--- src/rtl/if_fetch_pkg.sv ---
// Shared types and constants for the instruction-fetch unit.
// The fetch FSM state codes, the datapath width and the NOP encoding live here.
package if_fetch_pkg;

    localparam int DATA_W = 16;

    localparam logic [DATA_W-1:0] NOP = '0;

    typedef enum logic [1:0] {
        IF_IDLE  = 2'd0,
        IF_FETCH = 2'd1,
        IF_HOLD  = 2'd2,
        IF_ERR   = 2'd3
    } if_state_e;

endpackage

--- src/rtl/if_timer.sv ---
// Memory-response watchdog: loads TIMEOUT-1 on clear, counts down while enabled.
// expired is high once the count has reached zero.
module if_timer #(
    parameter int TIMEOUT = 16
) (
    input  logic clock,
    input  logic n_rst,
    input  logic clear,
    input  logic enable,
    output logic expired
);

    localparam int CW = $clog2(TIMEOUT);
    localparam logic [CW-1:0] LOAD = CW'(TIMEOUT - 1);

    logic [CW-1:0] count;

    always_ff @(posedge clock or negedge n_rst) begin
        if (!n_rst) begin
            count <= '0;
        end else if (clear) begin
            count <= LOAD;
        end else if (enable && count != '0) begin
            count <= count - 1'b1;
        end
    end

    assign expired = (count == '0);

endmodule

--- src/rtl/if_fetch.sv ---
// Instruction-fetch unit: PC -> instruction memory (req/ack) -> decoder (valid/ready).
// Optional build macro IF_PREFETCH_EN adds a one-entry prefetch buffer filled while in HOLD.
module if_fetch
    import if_fetch_pkg::*;
#(
    parameter int                TIMEOUT   = 16,
    parameter logic [DATA_W-1:0] RST_INSTR = NOP
) (
    input  logic              clock,
    input  logic              n_rst,
    input  logic [DATA_W-1:0] pc_addr,
    input  logic              flush,
    output logic [DATA_W-1:0] mem_addr,
    output logic              mem_req,
    input  logic              mem_ack,
    input  logic [DATA_W-1:0] mem_rdata,
    output logic [DATA_W-1:0] instr,
    output logic              instr_valid,
    input  logic              dec_ready,
    output logic              pc_inc,
    output logic              fetch_err
);

    if_state_e         state, state_nxt;
    logic [DATA_W-1:0] mem_addr_nxt, instr_nxt;
    logic              mem_req_nxt, instr_valid_nxt, pc_inc_nxt, fetch_err_nxt;
    logic              discard, discard_nxt;
    logic              tmr_clear, tmr_en, tmr_expired;

`ifdef IF_PREFETCH_EN
    logic [DATA_W-1:0] pf_data, pf_data_nxt;
    logic              pf_valid, pf_valid_nxt;
`endif

    if_timer #(.TIMEOUT(TIMEOUT)) u_timer (
        .clock   (clock),
        .n_rst   (n_rst),
        .clear   (tmr_clear),
        .enable  (tmr_en),
        .expired (tmr_expired)
    );

    always_ff @(posedge clock or negedge n_rst) begin
        if (!n_rst) begin
            state       <= IF_IDLE;
            mem_req     <= 1'b0;
            mem_addr    <= '0;
            instr       <= RST_INSTR;
            instr_valid <= 1'b0;
            pc_inc      <= 1'b0;
            fetch_err   <= 1'b0;
            discard     <= 1'b0;
        end else begin
            state       <= state_nxt;
            mem_req     <= mem_req_nxt;
            mem_addr    <= mem_addr_nxt;
            instr       <= instr_nxt;
            instr_valid <= instr_valid_nxt;
            pc_inc      <= pc_inc_nxt;
            fetch_err   <= fetch_err_nxt;
            discard     <= discard_nxt;
        end
    end

`ifdef IF_PREFETCH_EN
    always_ff @(posedge clock or negedge n_rst) begin
        if (!n_rst) begin
            pf_data  <= '0;
            pf_valid <= 1'b0;
        end else begin
            pf_data  <= pf_data_nxt;
            pf_valid <= pf_valid_nxt;
        end
    end
`endif

    always_comb begin
        state_nxt       = state;
        mem_req_nxt     = mem_req;
        mem_addr_nxt    = mem_addr;
        instr_nxt       = instr;
        instr_valid_nxt = instr_valid;
        pc_inc_nxt      = 1'b0;
        fetch_err_nxt   = fetch_err;
        discard_nxt     = discard;
        tmr_clear       = 1'b0;
        tmr_en          = 1'b0;
`ifdef IF_PREFETCH_EN
        pf_data_nxt     = pf_data;
        pf_valid_nxt    = pf_valid;
`endif
        unique case (state)
            IF_IDLE: begin
                // A flush seen here holds off one cycle so the branch target is on pc_addr.
                if (!flush) begin
                    state_nxt    = IF_FETCH;
                    mem_req_nxt  = 1'b1;
                    mem_addr_nxt = pc_addr;
                    tmr_clear    = 1'b1;
                end
            end
            IF_FETCH: begin
                tmr_en = 1'b1;
                if (mem_ack) begin
                    mem_req_nxt = 1'b0;
                    if (discard || flush) begin
                        discard_nxt = 1'b0;
                        state_nxt   = IF_IDLE;
                    end else begin
                        instr_nxt       = mem_rdata;
                        instr_valid_nxt = 1'b1;
                        pc_inc_nxt      = 1'b1;
                        state_nxt       = IF_HOLD;
                    end
                end else if (tmr_expired) begin
                    mem_req_nxt   = 1'b0;
                    fetch_err_nxt = 1'b1;
                    discard_nxt   = 1'b0;
                    state_nxt     = IF_ERR;
                end else if (flush) begin
                    // The memory still answers this request; its data must be dropped.
                    discard_nxt = 1'b1;
                end
            end
            IF_HOLD: begin
`ifdef IF_PREFETCH_EN
                tmr_en = mem_req;
                if (flush) begin
                    instr_valid_nxt = 1'b0;
                    pf_valid_nxt    = 1'b0;
                    if (mem_req && !mem_ack) begin
                        // Wait out the in-flight prefetch in FETCH and drop it there.
                        discard_nxt = 1'b1;
                        state_nxt   = IF_FETCH;
                    end else begin
                        mem_req_nxt = 1'b0;
                        state_nxt   = IF_IDLE;
                    end
                end else if (mem_req && !mem_ack && tmr_expired) begin
                    mem_req_nxt     = 1'b0;
                    fetch_err_nxt   = 1'b1;
                    instr_valid_nxt = 1'b0;
                    pf_valid_nxt    = 1'b0;
                    state_nxt       = IF_ERR;
                end else begin
                    if (mem_req && mem_ack) begin
                        mem_req_nxt  = 1'b0;
                        pc_inc_nxt   = 1'b1;
                        pf_data_nxt  = mem_rdata;
                        pf_valid_nxt = 1'b1;
                    end else if (!mem_req && !pf_valid && !pc_inc) begin
                        // pc_inc low means the PC has already moved past instr.
                        mem_req_nxt  = 1'b1;
                        mem_addr_nxt = pc_addr;
                        tmr_clear    = 1'b1;
                    end
                    if (dec_ready) begin
                        if (pf_valid) begin
                            instr_nxt    = pf_data;
                            pf_valid_nxt = 1'b0;
                        end else if (mem_req && mem_ack) begin
                            instr_nxt    = mem_rdata;
                            pf_valid_nxt = 1'b0;
                        end else begin
                            instr_valid_nxt = 1'b0;
                            state_nxt       = IF_FETCH;
                            if (!mem_req) begin
                                mem_req_nxt  = 1'b1;
                                mem_addr_nxt = pc_addr;
                                tmr_clear    = 1'b1;
                            end
                        end
                    end
                end
`else
                // Flush beats a simultaneous dec_ready: the held word is wrong-path.
                if (flush) begin
                    instr_valid_nxt = 1'b0;
                    state_nxt       = IF_IDLE;
                end else if (dec_ready) begin
                    instr_valid_nxt = 1'b0;
                    mem_req_nxt     = 1'b1;
                    mem_addr_nxt    = pc_addr;
                    tmr_clear       = 1'b1;
                    state_nxt       = IF_FETCH;
                end
`endif
            end
            IF_ERR: begin
                mem_req_nxt     = 1'b0;
                instr_valid_nxt = 1'b0;
            end
            default: state_nxt = IF_IDLE;
        endcase
    end

endmodule
--- config.mk ---
export PLATFORM = sky130hd
export DESIGN_NAME = if_fetch
export DESIGN_NICKNAME = d
export VERILOG_FILES = /design/src/rtl/if_fetch_pkg.sv /design/src/rtl/if_timer.sv /design/src/rtl/if_fetch.sv
export SDC_FILE = /design/constraint.sdc
export NUM_CORES = 1
export LEC_CHECK = 0
export BUFFER_PORTS_ARGS = -buffer_cell sky130_fd_sc_hd__buf_2
export CAP_MARGIN = 20
export CORE_ASPECT_RATIO = 0.6
export CORE_UTILIZATION = 43
export DETAILED_ROUTE_END_ITERATION = 12
export PLACE_DENSITY = 0.75
export SKIP_CTS_REPAIR_TIMING = 1
export SLEW_MARGIN = 30
export SYNTH_ARGS = -nofsm -noshare
export SYNTH_HDL_FRONTEND = slang
export SYNTH_SLANG_ARGS = --single-unit
export TNS_END_PERCENT = 10
--- constraint.sdc ---
create_clock -name clock -period 1.7 [get_ports clock]
set_clock_uncertainty 0.15 [all_clocks]
set_input_delay 0.425 -clock clock [delete_from_list [all_inputs] [get_ports clock]]
set_output_delay 0.425 -clock clock [all_outputs]
set_load 0.005 [all_outputs]
### Yosys cells after proc, flatten, opt, wreduce, memory -nomap -nowiden

Cells that the tools add are included.

* flip-flop bits (word level): 43

* $add $sub $neg: 1
* mux-type cells: 36
* bitwise gates (word level): 2
* equal/unequal tests: 11
* reductions and logical operators: 17

Operators by type and width (number)
* $mux 16: 3
* $pmux 16 s2: 1
* $mux 1: 20
* $reduce_and 4->1: 4
* $mux 2: 6
* $ne 2x2->1 const B: 5
* $reduce_and 3->1: 3
* $reduce_bool 3->1: 3
* $mux 4: 2
* $ne 3x3->1 const B: 2
* $pmux 2 s3: 1
* $eq 2x2->1 const B: 2
* $logic_not 4->1: 1
* $pmux 1 s4: 1
* $reduce_bool 2->1: 2
* $reduce_bool 4->1: 1
* $sub 4x1->4 const B: 1
* $pmux 1 s3: 1
* $eq 2x1->1 const B: 1
* $logic_not 2->1: 1
* $ne 2x1->1 const B: 1
* $not 1->1: 2
* $pmux 1 s2: 1
* $logic_and 1x1->1: 1
* $logic_or 1x1->1: 1

### Logic depth before layout (Yosys ltp)

Gate-level depths: netlist of run 1.

* word-level depth: 5
* mapped depth: 7
* depth with buffers taken out: 5

### Modules after synthesis

From an unflattened synthesis of run 1, not the netlist that was laid out.

* cell total of the unflattened synthesis: 133
* area total of the unflattened synthesis: 1939.4 µm²

By module, submodules not included
* if_fetch: cells each 112, instances 1, area each 1720.4 µm², sequential area each 975.9 µm²
* if_timer: cells each 21, instances 1, area each 219.0 µm², sequential area each 100.1 µm²

### Worst setup path before layout of run 1

No wires, ideal clock.

* kind: reg2reg
* start point: register state[1]
* end point: register instr[10]
* path slack: -0.109 ns
* data arrival time: 1.534 ns
* required time: 1.425 ns
* setup time: 0.125 ns
* buffers on the path: 2
* cell stages (with the launch flop): 7
* cell sequence: dfrtp_1 -> inv_1 -> ha_1 -> nor4bb_1 -> buf_4 -> buf_6 -> mux2_2

* longest elaborated chain between the ends: 2

Ends and longest elaborated chain
* start, declared: line if_fetch.sv:24 `if_state_e state, state_nxt;`
* start signal, assigned: line if_fetch.sv:54 `state <= state_nxt;`
* $eq 2x1->1: line if_fetch.sv:92 `unique case (state)`
* $reduce_and 3->1 (no source line)
* end signal, assigned: line if_fetch.sv:57 `instr <= instr_nxt;`
* end, declared: line if_fetch.sv:17 `output logic [DATA_W-1:0] instr,`

Every way passes these cells.
A chain may end at the register's enable or synchronous reset.

### Final worst setup path of run 1

* start point: register state[1]
* end point: register instr[2]

Same word-level chain as after synthesis.

==> impl_metrics.tcl, run 1 <==
set metrics [dict create \
    status "finished with violations" \
    violations "negative setup slack" \
    via_count 1386 \
    total_power_w 0.004584 \
    synth_edf_count 0 \
    worst_pin_slew_ns 0.4881 \
    drt_drc_violations_left 0 \
    synth-seq-area-share 0.5819 \
    end_kind "flop" \
    die_h_um 52.80 \
    synth_common_cells "43 x dfrtp_1, 32 x mux2_2, 8 x inv_1" \
    syn_to_final_growth_pct 41.75 \
    maxCapViolCount 0 \
    synth_fp_nets 176 \
    dp.cells 277 \
    layout.cells.non_filler 289 \
    fin_crit_sh 1.051 \
    drt.antenna.violating_nets 0 \
    cts_tree "built" \
    critPathLaunchType "flop" \
    crit_fanout 9 \
    nets 271 \
    portBuffers 72 \
    syn_inst 134 \
    drt_pass1_iterations 4 \
    cts-root-buf "clkbuf_8" \
    cts_sinks 43 \
    hold_path_class "in -> reg" \
    setup_viol 33 \
    synth_ff_type "dfrtp_1" \
    synth_top_area_frac 0.5819 \
    start_util 0.4487 \
    dpl.hpwl_mm 2.650 \
    crit_required_ns 1.73 \
    p_per_area_nw_per_um2 1749 \
    htreeDepth 2 \
    setup-tns-final_ns -1.981 \
    clockBufferDepth 2 \
    grt_pass1_wl_mm 5.761 \
    arrival_ns 1.81 \
    dieArea_um2 4575 \
    slew_headroom 0.6662 \
    gp_congestion 0.8147 \
    async_flop_share 1.000 \
    hold_violations 0 \
    max_freq_mhz 559.8 \
    critical_path_class "reg -> reg" \
    grt_pass1_vias 1259 \
    core.rowCount 18 \
    fin_crit_ns 1.786 \
    drt-initial-drc-count 61 \
    syn-cell-area_um2 1849 \
    ys_top_cells_by_area "dfrtp_1 58%, mux2_2 19%, ha_1 3.4%" \
    antenna_found_initial 0 \
    ios 73 \
    p_leak_nw 1.273 \
    rsz0062_at_grt "yes" \
    yosys_register_bits 43 \
    routed_wl_mm 3.643 \
    ir_worst_vdd_uv 799.2 \
    report.final.slew_viol_count 0 \
    grt_usage 0.1702 \
    yosysWarnings 0 \
    synth_top_area_cell "dfrtp_1" \
    drive_above_1_share 0.6245 \
    timing.final.ws_setup_ns -0.08632 \
    cts_buffers 5 \
    yosysMostFrequentCell "dfrtp_1" \
    nFillCells 330 \
    clk_latency_ns 0.29 \
    synth_area_per_cell_um2 13.80 \
    wl_per_cell_um 12.61 \
    die_width_um 86.66 \
    num_antenna_cells 0 \
    core_area_um2 4121 \
    clk_pin_slew_worst_paths_ns 0.08 \
    grt_overflow 0 \
    grt_max_degree 44 \
    vias_per_cell 4.796 \
    synth_cell_types 33 \
]
==> layer usage <==
metal	vias to the layer above	share of wire	GRT usage
li1	668	-	-
met1	659	0.49	0.2379
met2	54	0.44	0.2500
met3	5	0.061	0.05827
met4	0	0.0082	0.05000
met5	-	0	0
==> critical path, cell delays in order (launching register included) <==
cell and delay [ns]:
dfrtp_1 0.41, inv_2 0.08, ha_2 0.18, nor4bb_4 0.18
buf_4 0.18, clkbuf_16 0.15, mux2_2 0.33
==> sequential cells by signal, summed over array words and instances (netlist names) <==
register       count
instr             16
mem_addr          16
u_timer.count      4
state              2
discard            1
fetch_err          1
instr_valid        1
mem_req            1
pc_inc             1
==> cells by family (layout without fill, tap and decap cells) <==
kind of cell,after synthesis,after routing,share of synthesized area
flip-flops,43,43,0.5819
AND/OR/NAND/NOR,20,20,0.07308
AO/OA/AOI/OAI,20,20,0.07037
buffers and inverters,12,107,0.03518
multiplexers,34,34,0.2057
adder cells (fa/ha/maj),5,5,0.03383
==> area by class of cell <==
type	instances	area [µm²]	share of cell area
Sequential cell	43	1076	0.4105
Multi-Input combinational cell	79	769.5	0.2936
Clock buffer	6	72.57	0.02769
Tap cell	60	75.07	0.02864
Clock inverter	1	30.03	0.01146
Inverter	8	30.03	0.01146
Timing Repair Buffer	92	568.0	0.2167
==> through the flow <==
stage	area [µm²]	hold slack, ns	util	setup WS (ns)
6_report	2621	0.2140	0.6360	-0.08632
5_1_grt	2621	0.1949	0.6360	-0.1369
4_1_cts	2534	-0.05166	0.6148	-0.1266
3_5_place_dp	2431	0.2626	0.5899	-0.09357
3_3_place_gp	2431	0.2654	0.5899	-0.04637
2_1_floorplan	1866	-0.02059	-	-0.06007
==> worst paths after layout <==
check / cells after the start / slack [ns] / start / endpoint
setup / recovery: 6 / -0.09 / state[1] / instr[2]
hold / removal: 2 / 0.21 / mem_rdata[0] / instr[0]
setup reg to reg: 6 / -0.09 / state[1] / instr[2]
hold reg to reg: 1 / 0.34 / mem_req / mem_req
max in group asynchronous: 3 / 0.70 / n_rst / instr[14]
min in group asynchronous: 3 / 0.50 / n_rst / state[1]
==> power by group <==
part / leakage (nW) / switching, W / total (W) / internal, W
Sequential: 0.507 / 0.000269 / 0.00179 / 0.00152
Clock: 0.0513 / 0.000319 / 0.000749 / 0.000430
Combinational: 0.715 / 0.000819 / 0.00204 / 0.00122
Total: 1.27 / 0.00141 / 0.00458 / 0.00318
==> cell usage in the layout, fill, tap and decap left out, types with 2 or more instances in the layout <==
cell	instances
buf_2	72
dfrtp_1	43
mux2_2	32
buf_4	15
a21oi_1	6
clkbuf_8	5
inv_2	4
inv_1	4
o21ai_0	3
buf_12	3
nand2_1	2
nor3b_1	2
o21ai_1	2
nand2b_1	2
nor2_1	2
a21o_1	2
nand3_1	2
ha_4	2
ha_1	2
(Power assumes the default switching activity.)
==> run 2, diff against run 1 <==
- CORE_UTILIZATION: 43 -> 48
- PLACE_DENSITY: 0.75 -> 0.79
- clock period: 1.7 -> 2 ns (I/O delays scaled with it)
==> impl_metrics.tcl, run 2 (synthesis results as in run 1) <==
set metrics [dict create \
    cts-root-buf "clkbuf_8" \
    critical-path-slowest-cell "dfrtp_1" \
    hold_path_class "in -> async" \
    num_antenna_cells 0 \
    cts_buffers 5 \
    portBuffers 72 \
    report.final.slew_viol_count 0 \
    p_int_w 0.002388 \
    critical_path_class "reg -> reg" \
    wl_per_cell_um 12.98 \
    layout.area.seq_um2 1076 \
    hold_violations 0 \
    gp_congestion 0.7359 \
    max_freq_mhz 525.6 \
    worst_pin_slew_ns 0.5159 \
    syn_to_final_growth_pct 29.30 \
    p_sw_w 0.001117 \
    critPathMaxStageDelay_ns 0.41 \
    antenna_found_initial 0 \
    most-common-layout-cells "72 x buf_2, 43 x dfrtp_1, 32 x mux2_2" \
    utilization 0.6498 \
    dp_worst_setup_slack_ns 0.07481 \
    drt.antenna.violating_nets 0 \
    die_width_um 82.13 \
    nets 257 \
    core.rowCount 17 \
    rrSetupSlack_ns 0.1 \
    ir_worst_vdd_uv 724.9 \
    multi_input_area_um2 723.2 \
    p_per_area_nw_per_um2 1466 \
    seq_power_share 0.435 \
    path_buf_inv 1 \
    dieArea_um2 4113 \
    r2r-start "state[0]" \
    start_util 0.5026 \
    drt_pass1_iterations 4 \
    die_h_um 50.08 \
    p_leak_nw 1.184 \
    dpl.hpwl_mm 2.535 \
    clk_pin_slew_worst_paths_ns 0.08 \
    routed_wl_mm 3.413 \
    drive_above_1_share 0.5556 \
    fin_crit_sh 0.9513 \
    cp-endpoint "mem_addr[4]" \
    ios 73 \
    crit_required_ns 2.03 \
    htreeDepth 2 \
    slew_headroom 0.6561 \
    core_area_um2 3680 \
    final_common_cell "buf_2" \
    path_cells "inv_1 -> ha_1 -> mux2i_1 -> nor2_4 -> mux2_2" \
    power.share.clock 0.149 \
    grt_overflow 0 \
    cts_tree "built" \
    grt_pass1_wl_mm 5.630 \
    r2r_cells 5 \
    status "completed" \
    end_kind "flop" \
    cts_sinks 43 \
    fin_crit_ns 1.903 \
    drt-initial-drc-count 43 \
    startpoint "state[0]" \
    swShare 0.3188 \
    grt_usage 0.1893 \
    nFillCells 300 \
    cp_top_family "multiplexers" \
    grt_pass1_vias 1292 \
    crit_fanout 16 \
    cp.depth 5 \
    critPathLaunchType "flop" \
    via_count 1326 \
    reg_top3 "instr x16, mem_addr x16, u_timer.count x4" \
    arrival_ns 1.93 \
    clockBufferDepth 2 \
    grt_max_degree 44 \
    drt_drc_violations_left 0 \
    timing.final.ws_setup_ns 0.09738 \
    setup_viol 0 \
    worstReg2RegEnd "mem_addr[4]" \
    maxCapViolCount 0 \
    clk_latency_ns 0.28 \
    vias_per_cell 5.042 \
    rsz0062_at_grt "yes" \
    combPwrFrac 0.416 \
]
run 2: cell types whose count changed in the layout (fill, tap and decap cells not counted), sizes merged:
cell / delta
buf: -12
dlygate4sd3: -1
clkinvlp: +1
clkbuf: -1
clkinv: +1
bufinv: -1
run 2: worst min-delay path by stage:
stage              endpoint  startpoint  cells past startpoint
2_1_floorplan       discard       n_rst                      0
3_3_place_gp      fetch_err   fetch_err                      1
3_5_place_dp      fetch_err   fetch_err                      1
4_1_cts        mem_addr[11]       n_rst                      2
5_1_grt        mem_addr[11]       n_rst                      2
6_report       mem_addr[11]       n_rst                      2
run 2: per-layer routing:
metal	routed length (µm)	GRT usage
met1	1667	0.2521
met2	1482	0.2782
met3	225	0.07222
met4	37	0.07018
met5	0	0
run 2: through the flow:
stage          cells  cell area, µm²  power [W]  hold WS (ns)  TNS, ns
6_report         263            2391   0.003505        0.1151        0
5_1_grt          263            2391   0.003805        0.1498  -0.3171
3_3_place_gp     255            2306   0.002967        0.2900        0
2_1_floorplan    134            1849   0.002430       0.05441        0
4_1_cts          263            2391   0.003555        0.1310        0
3_5_place_dp     255            2306   0.003015        0.2886        0
run 2: area by class of cell:
| type | instances | area share |
|---|---|---|
| flip-flops and latches | 43 | 0.4500 |
| multi-input cells | 79 | 0.3025 |
| repair buffers | 78 | 0.1748 |
| clock buffers | 6 | 0.03035 |
| well taps | 47 | 0.02459 |
| inverters | 8 | 0.01256 |
| clock inverters | 2 | 0.005233 |
run 2: power by group through the flow:
stage / Combinational (W) / Clock [W] / Sequential (W)
floorplan: 0.000879 / 0 / 0.00155
global placement: 0.00144 / 0 / 0.00152
detailed placement: 0.00148 / 0 / 0.00153
CTS: 0.00148 / 0.000545 / 0.00153
global route: 0.00163 / 0.000582 / 0.00159
finish: 0.00146 / 0.000523 / 0.00153
==> run 3, diff against run 2 <==
- CORE_UTILIZATION: 48 -> 28
- HOLD_SLACK_MARGIN: default -> 0.06
- PLACE_DENSITY: 0.79 -> default
==> impl_metrics.tcl, run 3 (synthesis results as in run 1) <==
set metrics [dict create \
    status "completed" \
    hold_path_class "in -> reg" \
    fin_crit_sh 0.9282 \
    nFillCells 616 \
    final_common_cell "buf_2" \
    end_kind "flop" \
    htreeDepth 2 \
    worst_pin_slew_ns 0.4688 \
    critPathMaxStageDelay_ns 0.41 \
    via_count 1334 \
    path_cells "inv_1 -> ha_1 -> nor4bb_4 -> buf_12 -> mux2_2" \
    setup-tns-final_ns 0 \
    cts-root-buf "clkbuf_8" \
    antenna_found_initial 0 \
    core_area_um2 6248 \
    fin_crit_ns 1.856 \
    most-common-layout-cells "72 x buf_2, 43 x dfrtp_1, 32 x mux2_2" \
    drt-initial-drc-count 17 \
    routed_wl_mm 3.707 \
    setup_viol 0 \
    critPathLaunchType "flop" \
    dp.cells 293 \
    critical_path_class "reg -> reg" \
    die_width_um 106.9 \
    reg_top3 "instr x16, mem_addr x16, u_timer.count x4" \
    critical-path-slowest-cell "dfrtp_1" \
    timing.hold.ws_ns 0.2916 \
    dp_worst_setup_slack_ns 0.02117 \
    die_h_um 64.95 \
    drt_pass1_iterations 4 \
    cp_top_family "flip-flops" \
    drive_above_1_share 0.5616 \
    ios 73 \
    cts_tree "built" \
    max_freq_mhz 538.7 \
    maxCapViolCount 0 \
    core.rowCount 22 \
    report.final.slew_viol_count 0 \
    path_buf_inv 2 \
    crit_required_ns 2.02 \
    start_util 0.2960 \
    p_per_area_nw_per_um2 1488 \
    dieArea_um2 6944 \
    wl_per_cell_um 12.23 \
    crit_fanout 16 \
    utilization 0.4013 \
    syn_to_final_growth_pct 35.59 \
    grt_max_degree 22 \
    p_leak_nw 1.221 \
    grt_overflow 0 \
    ir_worst_vdd_uv 589.6 \
    cts_sinks 43 \
    num_antenna_cells 0 \
    clk_latency_ns 0.28 \
    layout.cells.non_filler 303 \
    drt.antenna.violating_nets 0 \
    cts_buffers 5 \
    dpl.hpwl_mm 2.867 \
    clk_pin_slew_worst_paths_ns 0.08 \
    arrival_ns 1.87 \
    hold_violations 0 \
    gp_congestion 0.7091 \
    rsz0062_at_grt "no" \
    nets 260 \
    grt_pass1_vias 1287 \
    timing.final.ws_setup_ns 0.1436 \
    grt_pass1_wl_mm 6.120 \
    slew_headroom 0.6874 \
    clockBufferDepth 2 \
    portBuffers 72 \
    drt_drc_violations_left 0 \
    grt_usage 0.1151 \
    vias_per_cell 4.403 \
]
==> run 3: worst reg2reg max path: cells and delay by family (launching register included) <==
kind	cells	cell delay, ns
adders and majority gates	1	0.17
DFF	1	0.41
muxes	1	0.35
buffers and inverters	2	0.30
and+or+nand+nor	1	0.37
==> run 3: final cells by class <==
class | count | area (µm²) | share of cell area
multi-input combinational | 79 | 723.2 | 0.2884
clock inverter | 2 | 35.03 | 0.01397
sequential | 43 | 1076 | 0.4291
clock buffer | 6 | 82.58 | 0.03293
inverter | 8 | 30.03 | 0.01198
timing repair buffer | 81 | 455.4 | 0.1816
tap | 84 | 105.1 | 0.04192
==> run 3: path summary, 6_finish.rpt <==
kind | endpoint | depth (start not counted) | slack [ns] | start
worst max register to register | instr[5] | 5 | 0.14 | state[1]
worst min register to register | fetch_err | 1 | 0.32 | fetch_err
min in group asynchronous | mem_addr[4] | 2 | 0.55 | n_rst
worst min-delay path | mem_addr[9] | 2 | 0.29 | pc_addr[9]
max in group asynchronous | instr[4] | 3 | 0.61 | n_rst
worst max-delay path | instr[5] | 5 | 0.14 | state[1]
==> run 3: layer usage <==
layer  up-vias  part of all wire  GRT usage
li1        659                 -          -
met4         0                 0    0.02055
met3         0             0.090    0.05131
met2        54              0.40     0.1677
met1       621              0.51     0.1576
met5         -                 0          0
==> run 3: metrics by stage <==
step                total power, W  area, µm²
floorplan                 0.002430       1849
global placement          0.003001       2360
detailed placement        0.003038       2360
CTS                       0.003756       2477
global route              0.004037       2507
finish                    0.003732       2507
==> run 3: where the power goes <==
| group | internal, W | total [W] | leakage [nW] | switching [W] |
|---|---|---|---|---|
| clock | 0.000404 | 0.000687 | 0.0612 | 0.000283 |
| sequential | 0.00129 | 0.00152 | 0.507 | 0.000228 |
| combinational | 0.000899 | 0.00152 | 0.653 | 0.000623 |
| total | 0.00260 | 0.00373 | 1.22 | 0.00113 |
